## src/rtl/linreg_pkg.sv

```systemverilog
// Shared definitions for the linear-regression datapath (loader, RAM, SGD).
// Holds the default geometry parameters, the common FSM state encoding and a
// small helper used to clamp the feature count.
package linreg_pkg;

  localparam int unsigned ADDR_WIDTH_DEF   = 12;
  localparam int unsigned MAX_FEATURES_DEF = 15;
  localparam int unsigned LENGTH_DEF       = 16;
  localparam int unsigned DEPTH_DEF        = 100;

  typedef logic [1:0] state_t;

  localparam state_t IDLE = 2'd0;
  localparam state_t LOAD = 2'd1;
  localparam state_t DONE = 2'd2;

  // Feature counts beyond what the row can hold saturate at the row capacity.
  function automatic logic [3:0] clamp_feat(input logic [3:0] f, input int unsigned max_f);
    return (32'(f) > max_f) ? 4'(max_f) : f;
  endfunction

endpackage

```

## src/rtl/ser_word_shift.sv

```systemverilog
// Serial-to-parallel word assembler.
// Ports:
//   clk, rst   - rising-edge clock, synchronous active-high reset
//   clr        - synchronous clear of the partial word and bit count
//   valid      - bit_in is taken on this cycle
//   bit_in     - serial bit, MSB first
//   word       - the word as it would stand after taking bit_in
//   word_done  - high in the cycle the LENGTH-th bit is taken; word is then complete
module ser_word_shift #(
  parameter int unsigned LENGTH = 16
) (
  input  logic              clk,
  input  logic              rst,
  input  logic              clr,
  input  logic              valid,
  input  logic              bit_in,
  output logic [LENGTH-1:0] word,
  output logic              word_done
);

  localparam int unsigned CntW = (LENGTH > 1) ? $clog2(LENGTH) : 1;

  // Only LENGTH-1 bits need storing: the final bit comes straight from bit_in.
  logic [LENGTH-2:0] shift_q;
  logic [CntW-1:0]   cnt_q;

  assign word      = {shift_q, bit_in};
  assign word_done = valid && (cnt_q == CntW'(LENGTH - 1));

  always_ff @(posedge clk) begin
    if (rst || clr) begin
      shift_q <= '0;
      cnt_q   <= '0;
    end else if (valid) begin
      shift_q <= word[LENGTH-2:0];
      cnt_q   <= word_done ? '0 : cnt_q + 1'b1;
    end
  end

endmodule

```

## src/rtl/ser_row_loader.sv

```systemverilog
// Serial row loader: assembles MSB-first serial words into rows of
// (feat feature words + one y word) and writes each row into a RAM.
// Ports:
//   CLK, RST   - rising-edge clock, synchronous active-high reset
//   start      - one-cycle pulse; samples feat and num_dp and begins a load
//   ser_in     - serial data bit, taken when ser_valid is high during LOAD
//   ser_valid  - qualifies ser_in
//   feat       - number of feature words per row (slot feat holds y)
//   num_dp     - number of rows to load; 0 or above DEPTH flags err
//   data, addr - completed row and its row index, stable except when we pulses
//   we         - one-cycle RAM write strobe
//   busy       - high while loading
//   done, err  - load finished / illegal num_dp; held until the next start
module ser_row_loader
  import linreg_pkg::*;
#(
  parameter int unsigned ADDR_WIDTH   = ADDR_WIDTH_DEF,
  parameter int unsigned MAX_FEATURES = MAX_FEATURES_DEF,
  parameter int unsigned LENGTH       = LENGTH_DEF,
  parameter int unsigned DATA_WIDTH   = LENGTH * (MAX_FEATURES + 1),
  parameter int unsigned DEPTH        = DEPTH_DEF
) (
  input  logic                  CLK,
  input  logic                  RST,
  input  logic                  start,
  input  logic                  ser_in,
  input  logic                  ser_valid,
  input  logic [3:0]            feat,
  input  logic [ADDR_WIDTH-1:0] num_dp,
  output logic [DATA_WIDTH-1:0] data,
  output logic [ADDR_WIDTH-1:0] addr,
  output logic                  we,
  output logic                  busy,
  output logic                  done,
  output logic                  err
);

  localparam logic [ADDR_WIDTH:0] DepthLim = (ADDR_WIDTH + 1)'(DEPTH);

  state_t                state_q;
  logic [3:0]            feat_q;
  logic [ADDR_WIDTH-1:0] num_dp_q;
  logic [ADDR_WIDTH-1:0] row_idx_q;
  logic [3:0]            word_idx_q;
  logic [DATA_WIDTH-1:0] row_q;
  logic [DATA_WIDTH-1:0] row_next;
  logic [DATA_WIDTH-1:0] data_q;
  logic [ADDR_WIDTH-1:0] addr_q;
  logic                  we_q;
  logic                  err_q;

  logic                  accept_start;
  logic                  num_bad;
  logic                  last_row;
  logic                  shift_valid;
  logic [LENGTH-1:0]     word;
  logic                  word_done;

  assign accept_start = start && (state_q != LOAD);
  assign num_bad      = (num_dp == '0) || ({1'b0, num_dp} > DepthLim);
  assign last_row     = (row_idx_q == num_dp_q - ADDR_WIDTH'(1));
  assign shift_valid  = ser_valid && (state_q == LOAD);

  assign data = data_q;
  assign addr = addr_q;
  assign we   = we_q;
  assign busy = (state_q == LOAD);
  assign done = (state_q == DONE);
  assign err  = err_q;

  ser_word_shift #(
    .LENGTH(LENGTH)
  ) u_shift (
    .clk      (CLK),
    .rst      (RST),
    .clr      (accept_start),
    .valid    (shift_valid),
    .bit_in   (ser_in),
    .word     (word),
    .word_done(word_done)
  );

  // Row with the word that is just completing dropped into its slot.
  always_comb begin
    row_next = row_q;
    row_next[LENGTH*word_idx_q +: LENGTH] = word;
  end

  always_ff @(posedge CLK) begin
    if (RST) begin
      state_q    <= IDLE;
      feat_q     <= '0;
      num_dp_q   <= '0;
      row_idx_q  <= '0;
      word_idx_q <= '0;
      row_q      <= '0;
      data_q     <= '0;
      addr_q     <= '0;
      we_q       <= 1'b0;
      err_q      <= 1'b0;
    end else begin
      we_q <= 1'b0;
      case (state_q)
        IDLE, DONE: begin
          if (start) begin
            feat_q     <= clamp_feat(feat, MAX_FEATURES);
            num_dp_q   <= num_dp;
            row_idx_q  <= '0;
            word_idx_q <= '0;
            row_q      <= '0;
            if (num_bad) begin
              state_q <= DONE;
              err_q   <= 1'b1;
              addr_q  <= '0;
            end else begin
              state_q <= LOAD;
              err_q   <= 1'b0;
            end
          end
        end
        LOAD: begin
          // Retire the row just written; the index stops at the last row.
          if (we_q) begin
            row_q <= '0;
            if (last_row) begin
              state_q <= DONE;
            end else begin
              row_idx_q <= row_idx_q + ADDR_WIDTH'(1);
            end
          end
          // A word cannot complete in the we cycle, so this never races the clear.
          if (word_done) begin
            if (word_idx_q == feat_q) begin
              data_q     <= row_next;
              addr_q     <= row_idx_q;
              we_q       <= 1'b1;
              word_idx_q <= '0;
            end else begin
              row_q      <= row_next;
              word_idx_q <= word_idx_q + 4'd1;
            end
          end
        end
        default: state_q <= IDLE;
      endcase
    end
  end

endmodule

```

## config.mk

```make
export PLATFORM = sky130hd
export DESIGN_NAME = ser_row_loader
export DESIGN_NICKNAME = d
export VERILOG_FILES = /design/src/rtl/linreg_pkg.sv /design/src/rtl/ser_word_shift.sv /design/src/rtl/ser_row_loader.sv
export SDC_FILE = /design/constraint.sdc
export NUM_CORES = 1
export LEC_CHECK = 0
export CAP_MARGIN = 40
export CORE_ASPECT_RATIO = 0.8
export CORE_MARGIN = 2
export CORE_UTILIZATION = 35
export DETAILED_ROUTE_END_ITERATION = 7
export PLACE_DENSITY = 0.57
export SETUP_SLACK_MARGIN = 0.3
export SYNTH_ARGS = -nofsm -noshare
export SYNTH_HDL_FRONTEND = slang
export SYNTH_SLANG_ARGS = --single-unit
```

## constraint.sdc

```tcl
create_clock -name CLK -period 3.1 [get_ports CLK]
set_clock_uncertainty 0.05 [all_clocks]
set_input_delay 0.62 -clock CLK [delete_from_list [all_inputs] [get_ports CLK]]
set_output_delay 0.62 -clock CLK [all_outputs]
set_load 0.02 [all_outputs]
```

==> results of run 1 <==
==> cell usage after synthesis, types with 2 or more instances <==
library cell	instances
nor2_1	710
dfxtp_1	579
nand2_1	247
clkbuf_1	218
a21oi_1	207
a211oi_1	200
a32oi_1	136
a22oi_1	121
buf_2	55
mux2i_1	52
a311oi_1	43
nand3_1	43
o21ai_0	43
and3_1	24
nor3_1	24
o311ai_0	16
xnor2_1	14
or3_1	13
xor2_1	12
buf_1	10
and2_1	9
inv_1	9
o21ai_1	8
nand2b_1	7
ha_1	6
nand4_1	6
nor2b_1	5
nor2_2	4
a31oi_1	3
nor4_1	3
nor3_2	2
nor4_2	2
o211ai_1	2
or2_2	2
or4_1	2
==> cell type report <==
type                    count  area [sq um]  area share
clock buffers              90          1760      0.0594
clock inverters            21           204     0.00687
inverters                   9          33.8     0.00114
multi-input cells        1986         11000       0.371
flip-flops and latches    579         11600       0.390
well taps                 913          1140      0.0385
repair buffers            406          3950       0.133
==> metal layers <==
layer,up-vias,global-route usage,share of wire
met5,-,0,0.00015
met4,2,0.0623,0.024
met3,128,0.0442,0.072
met2,771,0.335,0.45
met1,10600,0.303,0.46
li1,10500,-,-
==> metrics by stage <==
| step | std cells | utilization | setup WS, ns | area, sq um | hold WS (ns) |
|---|---|---|---|---|---|
| 2_1_floorplan | 2859 | - | 0.300 | 23800 | 0.397 |
| 3_3_place_gp | 3882 | 0.411 | 0.148 | 27600 | 0.395 |
| 3_5_place_dp | 3887 | 0.412 | 0.239 | 27700 | 0.398 |
| 4_1_cts | 4001 | 0.442 | 0.273 | 29600 | 0.355 |
| 5_1_grt | 4004 | 0.443 | 0.276 | 29700 | 0.400 |
| 6_report | 4004 | 0.443 | 0.407 | 29700 | 0.403 |
==> worst max-delay path: cells and delay by family (launching register included) <==
kind / cells / cell delay [ns]
AND/OR/NAND/NOR: 4 / 0.86
flip-flops: 1 / 0.35
adder cells (fa/ha/maj): 1 / 0.24
AO/OA/AOI/OAI: 2 / 0.39
buffers and inverters: 2 / 0.65
==> registers in the layout (all words and copies together) (netlist names) <==
signal,cells
addr,12
data,256
err,1
feat_q,4
num_dp_q,12
row_idx_q,12
row_q,256
state_q,2
u_shift.cnt_q,4
u_shift.shift_q,15
we,1
word_idx_q,4
==> where the power goes <==
part	switching [uW]	leakage [uW]	internal [uW]
clock	3060	0.000978	4160
sequential	19.6	0.00467	7450
combinational	378	0.00372	149
==> kinds of logic after synthesis <==
group	after synthesis	share of synthesized area
simple gates	1114	0.192
compound gates	788	0.234
flops	579	0.489
buf+inv	294	0.0500
mux	52	0.0220
xor+xnor	26	0.00962
fa+ha+maj	6	0.00317
==> worst max path at each step <==
stage                                  startpoint                       to  slack [ns]  depth (start not counted)
floorplan              word_idx_q[0]$_SDFFE_PP0P_  row_q[161]$_SDFFE_PP0P_        0.30                         15
global route           word_idx_q[1]$_SDFFE_PP0P_  row_q[122]$_SDFFE_PP0P_        0.28                         10
detailed placement     word_idx_q[1]$_SDFFE_PP0P_  row_q[194]$_SDFFE_PP0P_        0.24                          9
CTS                    word_idx_q[1]$_SDFFE_PP0P_    data[56]$_SDFFE_PP0P_        0.27                          9
global placement                        ser_valid   row_q[63]$_SDFFE_PP0P_        0.15                          6
finish              u_shift.cnt_q[0]$_SDFFE_PP0P_   row_q[46]$_SDFFE_PP0P_        0.41                          9
==> repair_timing <==
item,CTS,global route
pin swaps,1,1
gates resized for setup,3,16
endpoints found under the setup margin,38,159
hold buffers,0,0
setup buffers,3,3
==> impl_metrics.toml, run 1 <==
[outcome]
status = "completed"

[cts]
cts-root-buf = "clkbuf_16"
cts_made_buffers = 59
cts_buffer_depth = 3
clk_pin_slew_worst_paths_ns = 0.06
htree_levels = 2
cts.sinks = 579
cts_tree = "yes"
clkLatencyLatePin_ns = 0.65

[cells_and_area]
fillCellCount = 6547
diodes = 0
area_growth_pct = 25.4
final_common_cell = "nor2_1"
drive_gt1_frac = 0.0825
final_cell_mix = "nor2_1 (704), dfxtp_1 (577), clkdlybuf4s50_1 (290), nand2_1 (240), a21oi_1 (207)"
fin_nets = 3068

[sta]
fin_setup_tns_ns = 0
hold_viol = 0
relSlewSlack = 0.470
rsz0062_at_grt = "yes"
drv_slew = 0
setup_viol = 0
worst_slew_pin_slew_ns = 0.793
fin_crit_sh = 0.869
post-route-min-period_ns = 2.69
max_freq_mhz = 371

[setup_path]
arrival_ns = 3.14
crit_required_ns = 3.55
r2r_cells = 9
max_stage_delay_ns = 0.44
r2r_end = "row_q[46]$_SDFFE_PP0P_"
critPathSlowestCell = "buf_4"
end_kind = "flop"
worstPathCellList = "ha_1, and3_1, and3_1, nand2_1, buf_4, o21ai_1, buf_4, a22oi_1, nor2_1"
worst_setup_path_start_kind = "flop"
reg2reg_from = "u_shift.cnt_q[0]$_SDFFE_PP0P_"
cp_max_fo = 25
reg2reg_slack_ns = 0.41
critPathKind = "reg2reg"

[routing]
post_drt_wl_per_cell_um = 19.7
drt_iter0_markers = 2130
route.detailed.drc = 0
final_antenna_net_count = 0
dr.pass1.iters = 7
drt_wl_total_um = 79000
vias = 22000
viasPerCell = 5.50

[global_route]
grtUsageTotal = 0.216
grt_pass1_vias = 20100
grt_pass1_wl_um = 119000
grt_max_degree = 147
antenna_found_initial = 2
grt_overflow_total = 0

[synthesis]
synth_seq_area_share = 0.489
ys_warn_count = 0
synthDistinctLibCells = 57
synth_top_area_cell = "dfxtp_1"
syn_area_per_cell_sq_um = 8.28
synth-seq-cells = 579
ys_top_cells_by_area = "dfxtp_1 (49%), nor2_1 (11%), a211oi_1 (6.3%)"
synth_top_area_frac = 0.489
ys.flop_type = "dfxtp_1"
synth_edf_count = 0
synthCells = 2859
synth.cell_area_sq_um = 23700
async_reset_ff_frac = 0
syn_nets = 2886

[placed_design]
port_buffers = 292
gp_congestion = 0.846
dpl.hpwl_um = 53600

[min_path]
whs_endpoint = "row_q[0]$_SDFFE_PP0P_"
hold_start = "RST"
min_path_type = "in2reg"
hold_depth = 2

[die]
dieWidth_um = 295
die_y_um = 237
dieArea_sq_um = 69800
coreArea_sq_um = 67100
rows = 85
initial_core_util = 0.353
io_pins = 293

[flow_run]
maxCapViolCount = 0

[power]
p_total_uw = 15200
powerDensity_nw_per_um2 = 512
ir_worst_vdd_uv = 466
p_leak_uw = 0.00936
No activity file was read; power rests on OpenSTA's default activity.
==> inputs of run 2 (changes only) <==
--- a/config.mk
+++ b/config.mk
@@ -10,7 +10,7 @@
 export CORE_MARGIN = 2
 export CORE_UTILIZATION = 35
 export DETAILED_ROUTE_END_ITERATION = 7
-export PLACE_DENSITY = 0.57
+export PLACE_DENSITY = 0.55
 export SETUP_SLACK_MARGIN = 0.3
 export SYNTH_ARGS = -nofsm -noshare
 export SYNTH_HDL_FRONTEND = slang
==> constraint.sdc (replaced) <==
create_clock -name CLK -period 3.5 [get_ports CLK]
set_clock_uncertainty 0.05 [all_clocks]
set_input_delay 0.7 -clock CLK [delete_from_list [all_inputs] [get_ports CLK]]
set_output_delay 0.7 -clock CLK [all_outputs]
set_load 0.02 [all_outputs]
==> run 2 against run 1 <==
  * Count of clock-buffer cells in the layout is 3 lower
  * Setup slack improved by 0.048 ns
  * Sequential share of layout area grew 0.28 points
  * Register-to-register slack improved by 0.10 ns
  * Sequential power shrank 11%
  * Via count decreased by 1.0%
  * Die area stayed put
==> impl_metrics.toml, run 2 (synthesis results as in run 1) <==
[sta]
fin_setup_tns_ns = 0
fin_crit_sh = 0.870
post-route-min-period_ns = 3.05
drv_slew = 0
rsz0062_at_grt = "no"
worst_slew_pin_slew_ns = 0.825
setup_viol = 0
max_freq_mhz = 328
relSlewSlack = 0.449
hold_viol = 0

[global_route]
grt_pass1_wl_um = 121000
grt_overflow_total = 0
grt_pass1_vias = 20400
grt_max_degree = 170
grtUsageTotal = 0.219
antenna_found_initial = 3

[cts]
cts_tree = "yes"
cts_buffer_depth = 3
clk_pin_slew_worst_paths_ns = 0.06
cts_hold_buf = 0
cts_setup_buffers = 0
cts_resized = 0
cts_made_buffers = 61
cts-root-buf = "clkbuf_16"
htree_levels = 2
clkLatencyLatePin_ns = 0.64
cts.sinks = 579

[cells_and_area]
fin_nets = 3044
final_cell_mix = "nor2_1 (707), dfxtp_1 (578), clkdlybuf4s50_1 (291), nand2_1 (245), a21oi_1 (207)"
fin_cells = 3980
area_growth_pct = 24.5
final_common_cell = "nor2_1"
diodes = 0
drive_gt1_frac = 0.0698

[setup_path]
arrival_ns = 2.30
critPathKind = "reg2out"
cp_max_fo = 16
crit_required_ns = 2.75
end_kind = "primary output"
worst_setup_path_start_kind = "flop"

[placed_design]
gp_congestion = 0.880
dpl.cell_count = 3867
dpl.hpwl_um = 52600
port_buffers = 292

[routing]
drt_wl_total_um = 79900
drt_iter0_markers = 1863
route.detailed.drc = 0
viasPerCell = 5.48
vias = 21800
post_drt_wl_per_cell_um = 20.1
final_antenna_net_count = 0
dr.pass1.iters = 6

[power]
p_leak_uw = 0.00920
powerDensity_nw_per_um2 = 465
ir_worst_vdd_uv = 402

[die]
initial_core_util = 0.353
die_y_um = 237
dieWidth_um = 295
dieArea_sq_um = 69800
rows = 85
coreArea_sq_um = 67100
io_pins = 293

[flow_run]
maxCapViolCount = 0

[outcome]
status = "completed"

[min_path]
min_path_type = "reg2reg"
run 2: cell type report:
type	count	area, sq um
Sequential cell	579	11600
Clock buffer	87	1740
Tap cell	913	1140
Inverter	9	33.8
Clock inverter	26	312
Fill cell	6593	37600
Timing Repair Buffer	380	3730
Multi-Input combinational cell	1986	10900
run 2: metrics by stage:
| step | setup WS, ns | hold WS (ns) | power [uW] | instance area, sq um | util |
|---|---|---|---|---|---|
| 3_3_place_gp | 0.402 | 0.392 | 7190 | 27400 | 0.408 |
| 3_5_place_dp | 0.465 | 0.393 | 7210 | 27400 | 0.409 |
| 6_report | 0.455 | 0.401 | 13700 | 29500 | 0.439 |
| 4_1_cts | 0.420 | 0.401 | 13800 | 29500 | 0.439 |
| 2_1_floorplan | 0.363 | 0.397 | 7060 | 23700 | - |
| 5_1_grt | 0.327 | 0.434 | 14100 | 29500 | 0.439 |
run 2: where the power goes:
| group | switching (uW) | total, uW | internal (uW) |
|---|---|---|---|
| Combinational | 330 | 446 | 117 |
| Clock | 2820 | 6640 | 3830 |
| Sequential | 19.7 | 6620 | 6600 |
run 2: worst paths after layout:
path | slack (ns) | endpoint | start | cells past startpoint
worst min register to register | 0.40 | addr[11]$_SDFFE_PP0P_ | addr[11]$_SDFFE_PP0P_ | 2
worst max register to register | 0.51 | row_q[70]$_SDFFE_PP0P_ | word_idx_q[0]$_SDFFE_PP0P_ | 10
worst max-delay path | 0.45 | busy | state_q[0]$_SDFFE_PP0P_ | 4
worst min-delay path | 0.40 | addr[11]$_SDFFE_PP0P_ | addr[11]$_SDFFE_PP0P_ | 2
run 2: worst max-delay path, cell delays in order (launching register included):
cell	delay [ns]
dfxtp_1	0.48
nand2b_1	0.15
inv_1	0.16
buf_4	0.24
clkdlybuf4s50_1	0.63
run 2: layer usage:
metal	GRT usage	vias to the layer above	routed length [um]
li1	-	10500	-
met1	0.305	10400	36000
met2	0.324	782	34300
met3	0.0563	163	6770
met4	0.0826	2	2830
met5	0	-	13
